$ cat src/rtl/integration_engine.sv
// rtl/integration_engine.sv - batched a*b+c checker with a 2-stage pipeline and pass/fail statistics
module integration_engine #(
  parameter int W     = 32,
  parameter int CNT_W = 16
) (
  input  logic             aclk,
  input  logic             aresetn,
  input  logic             start,
  input  logic [CNT_W-1:0] num_items,
  input  logic             in_valid,
  output logic             in_ready,
  input  logic [W-1:0]     a,
  input  logic [W-1:0]     b,
  input  logic [W-1:0]     c,
  input  logic [W-1:0]     ans,
  output logic [W-1:0]     result,
  output logic             result_valid,
  output logic             match,
  output logic             busy,
  output logic             done,
  output logic [CNT_W-1:0] pass_count,
  output logic [CNT_W-1:0] fail_count,
  output logic [CNT_W-1:0] first_fail_idx
);

  localparam logic [1:0] ST_IDLE  = 2'd0;
  localparam logic [1:0] ST_RUN   = 2'd1;
  localparam logic [1:0] ST_DRAIN = 2'd2;
  localparam logic [1:0] ST_DONE  = 2'd3;

  localparam logic [CNT_W-1:0] CNT_MAX = '1;
  localparam logic [CNT_W-1:0] CNT_ONE = CNT_W'(1);

  logic [1:0]       state;
  logic [CNT_W-1:0] n_lat;
  logic [CNT_W-1:0] acc_cnt;
  logic [CNT_W-1:0] ret_idx;
  logic             ff_seen;

  logic             p1_v;
  logic [W-1:0]     p1_prod;
  logic [W-1:0]     p1_c;
  logic [W-1:0]     p1_ans;
  logic             p2_v;
  logic [W-1:0]     p2_sum;
  logic             p2_eq;

  logic             accept;
  logic             start_ok;
  logic [W-1:0]     prod_lo;
  logic [W-1:0]     sum_lo;

  assign in_ready = (state == ST_RUN) && (acc_cnt < n_lat);
  assign accept   = in_valid && in_ready;
  assign start_ok = (state == ST_IDLE) && start;
  assign busy     = (state == ST_RUN) || (state == ST_DRAIN);
  assign done     = (state == ST_DONE);

  // Low W bits of a product do not depend on operand signedness, so a W-bit
  // multiply gives exactly the truncated signed 2W-bit product.
  assign prod_lo = a * b;
  assign sum_lo  = p1_prod + p1_c;

  always_ff @(posedge aclk or negedge aresetn) begin
    if (!aresetn) begin
      state   <= ST_IDLE;
      n_lat   <= '0;
      acc_cnt <= '0;
    end else begin
      if (accept) acc_cnt <= acc_cnt + CNT_ONE;
      case (state)
        ST_IDLE: begin
          if (start) begin
            n_lat   <= num_items;
            acc_cnt <= '0;
            state   <= (num_items == '0) ? ST_DONE : ST_RUN;
          end
        end
        ST_RUN: begin
          if (accept && (acc_cnt == n_lat - CNT_ONE)) state <= ST_DRAIN;
        end
        ST_DRAIN: begin
          if (!p1_v && !p2_v) state <= ST_DONE;
        end
        ST_DONE:  state <= ST_IDLE;
        default:  state <= ST_IDLE;
      endcase
    end
  end

  always_ff @(posedge aclk or negedge aresetn) begin
    if (!aresetn) begin
      p1_v         <= 1'b0;
      p1_prod      <= '0;
      p1_c         <= '0;
      p1_ans       <= '0;
      p2_v         <= 1'b0;
      p2_sum       <= '0;
      p2_eq        <= 1'b0;
      result_valid <= 1'b0;
      result       <= '0;
      match        <= 1'b0;
    end else begin
      p1_v <= accept;
      if (accept) begin
        p1_prod <= prod_lo;
        p1_c    <= c;
        p1_ans  <= ans;
      end
      p2_v <= p1_v;
      if (p1_v) begin
        p2_sum <= sum_lo;
        p2_eq  <= (sum_lo == p1_ans);
      end
      result_valid <= p2_v;
      if (p2_v) begin
        result <= p2_sum;
        match  <= p2_eq;
      end
    end
  end

  // Statistics advance as each item leaves stage 2, aligned with result_valid.
  always_ff @(posedge aclk or negedge aresetn) begin
    if (!aresetn) begin
      pass_count     <= '0;
      fail_count     <= '0;
      first_fail_idx <= '1;
      ff_seen        <= 1'b0;
      ret_idx        <= '0;
    end else if (start_ok) begin
      pass_count     <= '0;
      fail_count     <= '0;
      first_fail_idx <= '1;
      ff_seen        <= 1'b0;
      ret_idx        <= '0;
    end else if (p2_v) begin
      ret_idx <= ret_idx + CNT_ONE;
      if (p2_eq) begin
        if (pass_count != CNT_MAX) pass_count <= pass_count + CNT_ONE;
      end else begin
        if (fail_count != CNT_MAX) fail_count <= fail_count + CNT_ONE;
        if (!ff_seen) begin
          first_fail_idx <= ret_idx;
          ff_seen        <= 1'b1;
        end
      end
    end
  end

endmodule

$ cat config.mk
export PLATFORM = sky130hd
export DESIGN_NAME = integration_engine
export DESIGN_NICKNAME = d
export VERILOG_FILES = /design/src/rtl/integration_engine.sv
export SDC_FILE = /design/constraint.sdc
export NUM_CORES = 2
export LEC_CHECK = 0
export ABC_AREA = 1
export CAP_MARGIN = 25
export CORE_AREA = 2 2 327 329
export DETAILED_ROUTE_END_ITERATION = 10
export DIE_AREA = 0 0 329 331
export PLACE_DENSITY = 0.45
export SETUP_SLACK_MARGIN = 0.3
export SLEW_MARGIN = 10
export SYNTH_ARGS = -nofsm -noshare
export SYNTH_HDL_FRONTEND = slang
export SYNTH_SLANG_ARGS = --single-unit
export TNS_END_PERCENT = 100
$ cat constraint.sdc
create_clock -name aclk -period 6.9 [get_ports aclk]
set_input_delay 1.38 -clock aclk [delete_from_list [all_inputs] [get_ports aclk]]
set_output_delay 1.38 -clock aclk [all_outputs]
set_load 0.02 [all_outputs]
======== Word level (Yosys, flattened, before mapping) ========
Cells that the tools add are included.
word-level totals
  output and inout bits ................... 85
  input port bits ......................... 148
  register bits after elaboration ......... 264
cells by class
  mux-type cells .......................... 25
  reduce and logical (&&, ||, !) cells .... 20
  $mul .................................... 1
  magnitude comparators ................... 1
  add/subtract/negate cells ............... 6
  equality and inequality tests ........... 12
operator list
  kind                   number
  $mux 16                17
  $add 16x1->16 const B  4
  $add 32x32->32         1
  $eq 32x32->1           1
  $mul 32x32->32         1
  $ne 16x16->1 const B   2
  $eq 16x16->1           1
  $logic_not 16->1       1
  $lt 16x16->1           1
  $sub 16x1->16 const B  1
  $reduce_and 3->1       4
  $mux 2                 4
  $ne 2x1->1 const B     4
  $pmux 2 s4             1
  $reduce_bool 2->1      4
  $logic_and 1x1->1      5
  $eq 2x2->1 const B     2
  $reduce_and 2->1       2
  $mux 1                 3
  $eq 2x1->1 const B     1
  $logic_not 1->1        2
  $logic_not 2->1        1
  $ne 2x2->1 const B     1
  $logic_or 1x1->1       1

======== Depth between registers and ports, before layout ========
  depth after elaboration ................. 6
  mapped depth ............................ 35

======== Least setup slack after synthesis ========
Ideal clock, no wire load.
  path kind ............................... input port to flip-flop
  from .................................... input b[7]
  to ...................................... register p1_prod[31]
  required time ........................... 6.782 ns
  stages .................................. 32
  path slack .............................. -0.841 ns
  arrival time ............................ 7.623 ns
  cell sequence ........................... clkbuf_1 clkbuf_1 nand2_1 inv_1 fa_1 fa_1 fa_1 inv_1 fa_1 inv_1 fa_1 inv_1 fa_1 inv_1 fa_1 inv_1 fa_1 inv_1 ha_1 nand2_1 nor2_1 inv_1 nor3_1 nand2_1 o211ai_1 nand3_1 nand2_1 nand2_1 nand2_1 nand3_1 nand3_1 nand2_1
between the ends
  longest elaborated chain between the ends .. 1
RTL lines
  element                 RTL line  source
  start: declaration      13        input logic [W-1:0] b,
  $mul 32x32->32          61        assign prod_lo = a * b;
  end signal: assignment  106       p1_prod <= prod_lo;
  end: declaration        41        logic [W-1:0] p1_prod;
No other way between the ends.
A chain may end at the register's enable or synchronous reset.

======== Final worst setup path ========
  from .................................... input a[5]
  to ...................................... register p1_prod[22]
between the ends
  longest elaborated chain between the ends .. 1
RTL lines
  element             RTL line  source
  start: declaration  12        input logic [W-1:0] a,
  $mul 32x32->32      61
No other way between the ends.

==> metrics.csv <==
stage,metric,value,unit
sta,min setup slack post-route,-0.152,ns
drt,Antenna Nets Post-Route,0,
floorplanning,die extent in y,331,microns
hold_path,worst hold path endpoint,result[6],
drt,Residual DRC,0,
outcome,status,"complete, but fails checks",
cts,CTS tree,done,
grt,global-route wire length before repair,156,mm
drt,DR vias,26745,
worst_setup_path,"Arr. time, crit path",7.48,ns
sta,final hold violation count,0,
drt,vias per cell,4.38,
finish,Layout Nets,5434,
placed_design,hpwl dp,81.3,mm
logic_synthesis,post-synthesis sequential area ratio,21.1,%
drt,drt pass-1 iters,8,
logic_synthesis,syn_nets,4997,
sta,final setup fails,8,
sta,worst clock skew,0.0355,ns
worst_setup_path,Worst Path Required,7.33,ns
floorplanning,# rows,119,
logic_synthesis,dominant cell by count in the synthesized netlist,nand2_1,
floorplanning,Top Ports,233,
drt,wire length per cell,15.8,microns
grt,largest net degree at the start of global routing,110,
hold_path,worst hold start,result[6],
cts,CTS Hold Buffers Added,0,
finish,Layout area overhead,27.4,%
finish,share of layout cells above drive strength 1,14.4,%
logic_synthesis,Syn Std Cell Area,31400,sq um
sta,WHS,0.467,ns
grt,gr ovfl total,0,
logic_synthesis,distinct cell type count after synthesis,47,
cts,Num CTS Buffers,27,
sta,Final Max Slew Viols,0,
logic_synthesis,"EDFF count, synth",0,
logic_synthesis,largest cells by area after synthesis,"fa_1, dfrtp_1, nand2_1",
logic_synthesis,Post-synth ARST share,100,%
logic_synthesis,post-synth top area share,26.1,%
drt,DRT Wirelength,96.5,mm
cts,CTS Sinks,264,
floorplanning,DIE AREA,109000,sq um
logic_synthesis,Main synth FF type,dfrtp_1,
grt,vias in the first global route,28240,
logic_synthesis,"area leader, netlist",fa_1,
placed_design,port buffer count,232,
finish,fin cells,6108,
cts,htree depth,1,
outcome,failing checks,negative setup slack,
cts,clock latency on the worst-skew pair,0.57,ns
cts,Root Driver,clkbuf_16,
run,max_cap viols,0,
hold_path,Worst Hold Class,flop to flop,
logic_synthesis,post-synthesis area per instance,7.38,sq um
floorplanning,Starting Density,29.9,%
sta,slew of the pin with the lowest slew margin,0.906,ns
sta,Peak Freq,0.142,GHz
logic_synthesis,Synth Register Bits,264,
logic_synthesis,Post-Synthesis Cells,4260,
finish,final design utilization,38.1,%
placed_design,Placed Cells,6011,
sta,Final Cycle Share,102,%
floorplanning,die width,329,microns
cts,CTS max path bufs,3,
sta,Tmin final,7.05,ns
sta,unrepaired setup endpoints after global routing,yes,
grt,initial antenna violation count,0,
worst_setup_path,reg2reg path depth,14,
worst_setup_path,CP Max Fanout,5,
worst_setup_path,CP Launch Type,primary input,
worst_setup_path,kind of critical path,primary input to flop,
grt,GRT Util Overall,18.1,%
logic_synthesis,yosys warns,0,
worst_setup_path,worst reg2reg path startpoint,n_lat[3],
finish,Diodes inserted,0,
worst_setup_path,Critical Path Sink Type,flop,
worst_setup_path,reg2reg setup slack,3.70,ns
logic_synthesis,Commonest cells post-synth,"nand2_1, inv_1, fa_1, dfrtp_1, nor2_1",
sta,Worst slew margin,39.6,%
cts,"Clk pin slew, worst setup/hold paths",0.07,ns
placed_design,routability congestion estimate,0.898,
floorplanning,Core ar.,105000,sq um
hold_path,hold depth,2,
worst_setup_path,FF-to-FF End,p1_prod[18],
drt,1st-iter DRT viols,1392,
[final cells by class]
type,count,area [sq um]
Clock buffer,36,779
Inverter,985,3700
Tap cell,1391,1740
Sequential cell,264,6630
Clock inverter,13,150
Multi-Input combinational cell,2855,21600
Fill cell,11112,64900
Timing Repair Buffer,564,5450
[layout by cell type, fill, tap and decap left out, types with 9 or more instances in the layout]
cell             count
nand2_1           1365
inv_1              943
fa_1               370
dfrtp_1            248
buf_4              233
clkdlybuf4s50_1    183
nor2_1             176
nand3_1            152
ha_1               152
o21ai_0            117
a21oi_1             83
buf_6               60
inv_2               40
nand2_2             39
fa_2                39
xor2_1              37
nand4_1             36
xnor2_1             35
a31oi_1             32
buf_12              30
ha_4                28
clkbuf_16           27
nor3_1              24
buf_2               17
nand3b_1            16
dfstp_2             16
nand2_4             15
buf_8               15
o21ai_1             13
nor2_2              11
clkdlybuf4s15_2     11
dlygate4sd2_1       11
nor4_1              10
nor2_4               9
a21oi_4              9
[flip-flops by register name (all words and copies together) (netlist names)]
signal,flops
fail_count,16
p2_v,1
p1_ans,32
result_valid,1
acc_cnt,16
p1_v,1
ret_idx,16
pass_count,16
p1_c,32
p2_sum,32
n_lat,16
ff_seen,1
result,32
p1_prod,32
state,2
p2_eq,1
match,1
first_fail_idx,16
[worst max path at each step]
stage	slack, ns	endpoint	start	depth (start not counted)
2_1_floorplan	-0.52	p1_prod[31]	b[7]	32
3_3_place_gp	-1.34	p1_prod[31]	b[13]	32
3_5_place_dp	-1.37	p1_prod[27]	b[13]	29
4_1_cts	-0.13	p1_prod[31]	b[5]	33
5_1_grt	-0.35	p1_prod[31]	b[7]	29
6_report	-0.15	p1_prod[22]	a[5]	27
[stage by stage]
stage               setup WS [ns]  setup TNS (ns)  area [sq um]
detailed placement          -1.37          -23.38         37600
CTS                        -0.129          -0.410         39700
floorplan                  -0.522           -2.38         32000
global route               -0.350           -2.95         40000
finish                     -0.152          -0.725         40000
global placement            -1.34          -22.78         37600
[critical path, cell delays in order]
cell	delay, ns
clkdlybuf4s15_2	0.19
buf_12	0.13
nand2_2	0.06
fa_1	0.54
inv_2	0.05
fa_2	0.36
fa_1	0.50
inv_2	0.04
fa_1	0.54
inv_2	0.04
fa_1	0.50
inv_2	0.05
fa_1	0.51
inv_2	0.04
fa_1	0.49
inv_1	0.05
fa_1	0.49
inv_2	0.05
ha_4	0.28
buf_6	0.13
nand2_8	0.07
nor4_4	0.35
nand4_1	0.19
nand3_2	0.14
buf_4	0.12
xnor2_2	0.11
o21ai_1	0.07
[routing by layer]
| metal | wire length [microns] | track usage (%) | up-vias |
|---|---|---|---|
| li1 | - | - | 13473 |
| met1 | 43500 | 23.6 | 12783 |
| met2 | 48500 | 33.1 | 403 |
| met3 | 2560 | 0.973 | 86 |
| met4 | 2050 | 3.94 | 0 |
| met5 | 0 | 0 | - |
[cells by family (layout without fill, tap and decap cells)]
kind of cell               Yosys count  after routing  share of synthesized area, %
muxes                                1              1                        0.0319
DFF                                264            264                          21.1
adders and majority gates          589            589                          33.2
buffers and inverters             1141           1598                          13.7
and+or+nand+nor                   1879           1879                          24.2
xor gates and xnor gates            85             85                          2.54
AOI/OAI and AO/OA                  301            301                          5.20
[what timing repair did]
item / CTS / global route
buffers inserted: 41 / 5
setup endpoints to repair: 22 / 22
pin swaps: 186 / 54
gates resized for setup: 390 / 66
hold endpoints to repair: 0 / 0
cloned: 1 / 0
Power is left out: the tool's default activity adds up to more than one toggle a clock period on the data nets, which glitch-free logic cannot reach.
